==> config.mk <==
export PLATFORM = sky130hd
export DESIGN_NAME = mem_arbiter
export DESIGN_NICKNAME = d
export VERILOG_FILES = /design/src/rtl/mem_arb_pkg.sv /design/src/rtl/mem_arbiter_rr_arb2.sv /design/src/rtl/mem_arbiter.sv
export SDC_FILE = /design/constraint.sdc
export NUM_CORES = 1
export LEC_CHECK = 0
export CORE_AREA = 4 4 175 92
export DETAILED_ROUTE_END_ITERATION = 12
export DIE_AREA = 0 0 179 96
export GPL_ROUTABILITY_DRIVEN = 0
export HOLD_SLACK_MARGIN = 0.1
export PLACE_DENSITY = 0.81
export SLEW_MARGIN = 10
export SYNTH_ARGS = -nofsm -noshare
export SYNTH_HDL_FRONTEND = slang
export SYNTH_HIERARCHICAL = 1
export SYNTH_SLANG_ARGS = --single-unit
==> constraint.sdc <==
create_clock -name clk -period 2.4 [get_ports clk]
set_input_delay 0.48 -clock clk [delete_from_list [all_inputs] [get_ports clk]]
set_output_delay 0.48 -clock clk [all_outputs]
set_load 0.05 [all_outputs]
==> src/rtl/mem_arb_pkg.sv <==
// Shared constants for the CPU/DMA memory arbiter: FSM encoding, owner
// encoding and the legal read-latency range.
package mem_arb_pkg;

  typedef logic [1:0] state_t;

  localparam state_t S_IDLE  = 2'd0;
  localparam state_t S_ISSUE = 2'd1;
  localparam state_t S_WAIT  = 2'd2;
  localparam state_t S_ACK   = 2'd3;

  localparam logic OWN_CPU = 1'b0;
  localparam logic OWN_DMA = 1'b1;

  localparam int unsigned MEM_LAT_MIN = 1;
  localparam int unsigned MEM_LAT_MAX = 4;
  localparam int unsigned CNT_W       = 2;

  // Out-of-range latencies are clamped so the counter can never wrap.
  function automatic logic [CNT_W-1:0] lat_load(input int unsigned lat);
    int unsigned l;
    l = (lat < MEM_LAT_MIN) ? MEM_LAT_MIN :
        (lat > MEM_LAT_MAX) ? MEM_LAT_MAX : lat;
    return CNT_W'(l - 1);
  endfunction

endpackage

==> src/rtl/mem_arbiter_rr_arb2.sv <==
// Two-input round-robin picker. On a tie the side not granted last wins;
// last_grant moves only on the ACK strobe.
module rr_arb2
  import mem_arb_pkg::*;
(
  input  logic       clk,
  input  logic       reset,
  input  logic [1:0] req_i,
  input  logic       upd_i,
  input  logic       upd_own_i,
  output logic       valid_o,
  output logic       gnt_o
);

  logic last_q;

  always_ff @(posedge clk or negedge reset) begin
    if (!reset)     last_q <= OWN_DMA;
    else if (upd_i) last_q <= upd_own_i;
  end

  always_comb begin
    valid_o = |req_i;
    unique case (req_i)
      2'b01:   gnt_o = OWN_CPU;
      2'b10:   gnt_o = OWN_DMA;
      2'b11:   gnt_o = ~last_q;
      default: gnt_o = OWN_CPU;
    endcase
  end

endmodule

==> src/rtl/mem_arbiter.sv <==
// Shares the unified memory between the CPU and a DMA/debug port. Each
// access runs IDLE -> ISSUE -> WAIT(MEM_LAT) -> ACK; the CPU stalls until ack.
module mem_arbiter
  import mem_arb_pkg::*;
#(
  parameter int ADDR_W  = 32,
  parameter int DATA_W  = 32,
  parameter int MEM_LAT = 1
) (
  input  logic              clk,
  input  logic              reset,
  input  logic              cpu_req,
  input  logic              cpu_we,
  input  logic [ADDR_W-1:0] cpu_addr,
  input  logic [DATA_W-1:0] cpu_wdata,
  output logic [DATA_W-1:0] cpu_rdata,
  output logic              cpu_ack,
  output logic              cpu_stall,
  input  logic              dma_req,
  input  logic              dma_we,
  input  logic [ADDR_W-1:0] dma_addr,
  input  logic [DATA_W-1:0] dma_wdata,
  output logic [DATA_W-1:0] dma_rdata,
  output logic              dma_ack,
  output logic              mem_en,
  output logic              mem_we,
  output logic [ADDR_W-1:0] mem_addr,
  output logic [DATA_W-1:0] mem_wdata,
  input  logic [DATA_W-1:0] mem_rdata,
  output logic              busy,
  output logic              owner
);

  state_t             state_q, state_d;
  logic [CNT_W-1:0]   cnt_q, cnt_d;
  logic               owner_q, we_q;
  logic [ADDR_W-1:0]  addr_q;
  logic [DATA_W-1:0]  wdata_q, cpu_rdata_q, dma_rdata_q;
  logic               arb_valid, arb_gnt;
  logic               latch, capture;

  rr_arb2 u_rr (
    .clk       (clk),
    .reset     (reset),
    .req_i     ({dma_req, cpu_req}),
    .upd_i     (state_q == S_ACK),
    .upd_own_i (owner_q),
    .valid_o   (arb_valid),
    .gnt_o     (arb_gnt)
  );

  always_comb begin
    state_d = state_q;
    cnt_d   = cnt_q;
    unique case (state_q)
      S_IDLE:  if (arb_valid) state_d = S_ISSUE;
      S_ISSUE: begin
        cnt_d   = lat_load(MEM_LAT);
        state_d = S_WAIT;
      end
      S_WAIT:  if (cnt_q == '0) state_d = S_ACK;
               else             cnt_d   = cnt_q - CNT_W'(1);
      S_ACK:   state_d = S_IDLE;
      default: state_d = S_IDLE;
    endcase
  end

  // Request inputs are only sampled here; later changes cannot leak in.
  assign latch   = (state_q == S_IDLE) && arb_valid;
  assign capture = (state_q == S_WAIT) && (cnt_q == '0) && !we_q;

  always_ff @(posedge clk or negedge reset) begin
    if (!reset) begin
      state_q <= S_IDLE;
      cnt_q   <= '0;
    end else begin
      state_q <= state_d;
      cnt_q   <= cnt_d;
    end
  end

  always_ff @(posedge clk or negedge reset) begin
    if (!reset) begin
      owner_q <= OWN_CPU;
      we_q    <= 1'b0;
      addr_q  <= '0;
      wdata_q <= '0;
    end else if (latch) begin
      owner_q <= arb_gnt;
      we_q    <= (arb_gnt == OWN_DMA) ? dma_we    : cpu_we;
      addr_q  <= (arb_gnt == OWN_DMA) ? dma_addr  : cpu_addr;
      wdata_q <= (arb_gnt == OWN_DMA) ? dma_wdata : cpu_wdata;
    end
  end

  always_ff @(posedge clk or negedge reset) begin
    if (!reset) begin
      cpu_rdata_q <= '0;
      dma_rdata_q <= '0;
    end else if (capture) begin
      if (owner_q == OWN_DMA) dma_rdata_q <= mem_rdata;
      else                    cpu_rdata_q <= mem_rdata;
    end
  end

  assign mem_en    = (state_q == S_ISSUE);
  assign mem_we    = mem_en & we_q;
  assign mem_addr  = addr_q;
  assign mem_wdata = wdata_q;
  assign cpu_ack   = (state_q == S_ACK) && (owner_q == OWN_CPU);
  assign dma_ack   = (state_q == S_ACK) && (owner_q == OWN_DMA);
  assign cpu_rdata = cpu_rdata_q;
  assign dma_rdata = dma_rdata_q;
  // Combinational so the controller freezes in the very cycle req rises.
  assign cpu_stall = cpu_req & ~cpu_ack;
  assign busy      = (state_q != S_IDLE);
  assign owner     = owner_q;

endmodule

==> results of run 1 <==
[stage by stage]
| stage | util, % | hold WS (ns) | instances | setup slack, ns | power (mW) |
|---|---|---|---|---|---|
| global placement | 62.57 | 0.4803 | 936 | 0.3091 | 13.00 |
| global route | 66.82 | 0.5063 | 969 | 0.2530 | 16.45 |
| detailed placement | 62.57 | 0.4912 | 936 | 0.2601 | 13.20 |
| floorplan | - | 0.1844 | 456 | 0.02506 | 9.923 |
| CTS | 66.82 | 0.5044 | 969 | 0.2831 | 15.90 |
| finish | 66.82 | 0.4939 | 969 | 0.2849 | 15.75 |
[worst max-delay path: cells and delay by family, from the launching register on]
kind	cells	cell delay (ns)
fa+ha+maj	1	0.25
simple gates	2	0.39
buf+inv	1	0.17
flops	1	0.44
[power groups by stage]
| stage | sequential, mW | clock [mW] | combinational, mW |
|---|---|---|---|
| 6_report | 4.05 | 2.66 | 9.05 |
| 5_1_grt | 4.19 | 2.82 | 9.45 |
| 4_1_cts | 4.05 | 2.71 | 9.14 |
| 3_5_place_dp | 4.08 | 0 | 9.12 |
| 3_3_place_gp | 4.03 | 0 | 8.97 |
| 2_1_floorplan | 7.82 | 0 | 2.10 |
[how the worst min path moves through the flow]
| stage | slack (ns) | end |
|---|---|---|
| after global routing | 0.51 | dma_rdata[23]$_DFFE_PN0P_ |
| final | 0.49 | cpu_rdata[5]$_DFFE_PN0P_ |
| after global placement | 0.48 | cpu_rdata[30]$_DFFE_PN0P_ |
| after CTS | 0.50 | dma_rdata[23]$_DFFE_PN0P_ |
| after detailed placement | 0.49 | cpu_rdata[5]$_DFFE_PN0P_ |
| after floorplan | 0.18 | cnt_q[0]$_DFFE_PN0P_ |
[logic make-up after synthesis]
kind of cell | count (synthesis) | share of synthesized area [%]
multiplexers | 135 | 24.95
flip-flops | 135 | 58.55
AND/OR/NAND/NOR | 76 | 5.723
AO/OA/AOI/OAI | 68 | 6.027
buffers and inverters | 35 | 3.230
adder cells (fa/ha/maj) | 7 | 1.517
[final cells by class]
type | instances | area, µm²
Tap cell | 198 | 247.7
Sequential cell | 135 | 3379
Clock buffer | 17 | 425.4
Multi-Input combinational cell | 286 | 2220
Timing Repair Buffer | 312 | 3144
Inverter | 6 | 22.52
Fill cell | 1087 | 4775
Clock inverter | 15 | 176.4
[layer usage]
layer  part of all wire, %  vias up  track usage (%)  wire length, µm
met3                   4.3       30            3.532              728
met1                    39     2243            22.87             6639
met4                   2.7        0            7.339              461
li1                      -     2187                -                -
met2                    54      116            35.38             9240
met5                     0        -                0                0
[what timing repair did]
action	in CTS	in global routing
buffers inserted	0	0
hold buffers	1	0
hold endpoints to repair	61	0
[registers in the layout (all words and copies together) (netlist names)]
| register | flops |
|---|---|
| cnt_q | 2 |
| cpu_rdata | 32 |
| dma_rdata | 32 |
| mem_addr | 32 |
| mem_wdata | 32 |
| owner | 1 |
| state_q | 2 |
| u_rr/last_q | 1 |
| we_q | 1 |
[layout by cell type (no fill, tap or decap), types with 2 or more instances in the layout]
cell             count
a21oi_1             66
and2_1               2
buf_12               5
buf_4               12
bufinv_16            3
clkbuf_16           17
clkdlybuf4s50_1    293
clkinv_2             4
clkinvlp_4           3
dfrtp_1            134
ha_1                 7
inv_1                6
inv_6                4
mux2_1               2
mux2_2              65
mux2i_1             67
nor2_1              65
nor2b_1              3
==> impl_metrics.csv, run 1 <==
group,metric,value,unit
finish,postLayoutCellArea,9615,µm²
synth,synth-edff-count,0,
timing,worstMarginPinSlew,0.5966,ns
timing,fin_setup_tns,0,ns
route,ant_nets,0,
route,drt-initial-drc-count,199,
timing,fin_crit_sh,88.13,%
pwr,clkPwrFrac,16.9,%
route,vias_per_cell,4.722,
global_route,grt_pass1_wl,25660,µm
pwr,pwr-share-seq,25.7,%
clock_network,cts_max_level,4,
worst_setup_path,r2r_end,"cpu_rdata[6]$_DFFE_PN0P_",
floorplan,fp.dieW,179,µm
worst_setup_path,cp.required,1.92,ns
clock_network,cts_tree,"done",
worst_setup_path,slowest_delay,0.44,ns
floorplan,ios,301,
synth,synth_commonest_cells,"dfrtp_1 (134), mux2i_1 (67), a21oi_1 (66)",
finish,drive_above_1_share,15.69,%
pwr,peakVddDrop,751.6,µV
synth,synth_seq_area_share,58.55,%
timing,max_freq,472.8,MHz
synth,synth_area_leaders,"dfrtp_1 (58%), mux2_2 (13%), mux2i_1 (12%)",
route,dr.pass1.iters,4,
worst_setup_path,rr_startpoint,"cnt_q[0]$_DFFE_PN0P_",
floorplan,row_count,31,
synth,synth_top_area_share,58.10,%
pwr,power.leakage,4.056,nW
floorplan,core,14390,µm²
worst_setup_path,cpMaxStageDelayCell,"dfrtp_1",
run,drv_cap,0,
clock_network,clk_pin_slew,0.06,ns
finish,final_nets,931,
worst_setup_path,startpoint,"state_q[1]$_DFFE_PN0P_",
synth,synthCells,456,
hold_path,holdCritPathClass,"flip-flop to flip-flop",
clock_network,cts_sinks,135,
hold_path,min_from,"cpu_rdata[5]$_DFFE_PN0P_",
global_route,grt_antenna_before_repair,0,
synth,synth.most_common_cell,"dfrtp_1",
hold_path,whs_path_depth,1,
floorplan,start_util,40.11,%
worst_setup_path,cp-end-kind,"primary output",
worst_setup_path,cp_cell_sequence,"ha_1 > nor2b_1 > nor2b_1 > buf_12",
global_route,grt_max_degree,74,
finish,area_growth,66.59,%
synth,yosys.area.top_type,"dfrtp_1",
place,dp_hpwl,13190,µm
pwr,internal-power,8.295,mW
synth,synth.distinct_cells,23,
worst_setup_path,endpoint,"cpu_stall",
synth,synth-seq-cells,135,
global_route,grt_pass1_vias,4696,
worst_setup_path,worstPathMaxFanout,5,
timing,rsz0062_at_grt,"no",
synth,synth_nets,629,
clock_network,cts_buffer_depth,2,
floorplan,fp.dieH,96,µm
route,wl_per_cell,17.62,µm
global_route,overflow,0,
clock_network,cts-root-buf,"clkbuf_16",
timing,fin_crit,2.115,ns
route,drc_errors,0,
clock_network,clk_latency,0.40,ns
timing,setup_viol,0,
floorplan,die_area,17180,µm²
worst_setup_path,ff2ff_path_depth,6,
clock_network,cts_buffers,17,
worst_setup_path,crit_type,"flip-flop to primary output",
timing,finalMaxSlewViolations,0,
worst_setup_path,r2r_setup_slack,0.58,ns
timing,finalHoldViolCount,0,
pwr,p_sw_share,47.34,%
pwr,powerDensity,1638,nW/µm²
finish,insertedDiodeCount,0,
pwr,comb_power_share,57.4,%
route,drt-total-wl,17070,µm
place,dpl_cell_area,9004,µm²
timing,maxSlewHeadroom,60.23,%
route,dr_total_vias,4576,
run_status,outcome,"complete, no violations",
synth,async_flop_share,100.0,%
place,numPortBuffers,300,
global_route,grtUsageTotal,19.31,%
worst_setup_path,critPathArrivalTime,1.64,ns
synth,synth_ff_type,"dfrtp_1",
synth,ys_warn_count,6,
worst_setup_path,start_kind,"flip-flop",
synth,synth_area,5772,µm²
clock_network,post_cts_resized,0,
timing,final.setup_skew,0.008166,ns
worst_setup_path,cpMostUsedCell,"nor2b_1",
pwr,p_switching,7.457,mW
synth,syn_area_per_cell,12.66,µm²
Note: power is estimated with default switching activity, not from simulation.
==> inputs of run 2 (changes only) <==
--- a/config.mk
+++ b/config.mk
@@ -8,7 +8,6 @@
 export CORE_AREA = 4 4 175 92
 export DETAILED_ROUTE_END_ITERATION = 12
 export DIE_AREA = 0 0 179 96
-export GPL_ROUTABILITY_DRIVEN = 0
 export HOLD_SLACK_MARGIN = 0.1
 export PLACE_DENSITY = 0.81
 export SLEW_MARGIN = 10
==> results of run 2 <==
Same layout as run 1: the final DEF is identical, and so are final timing and power.
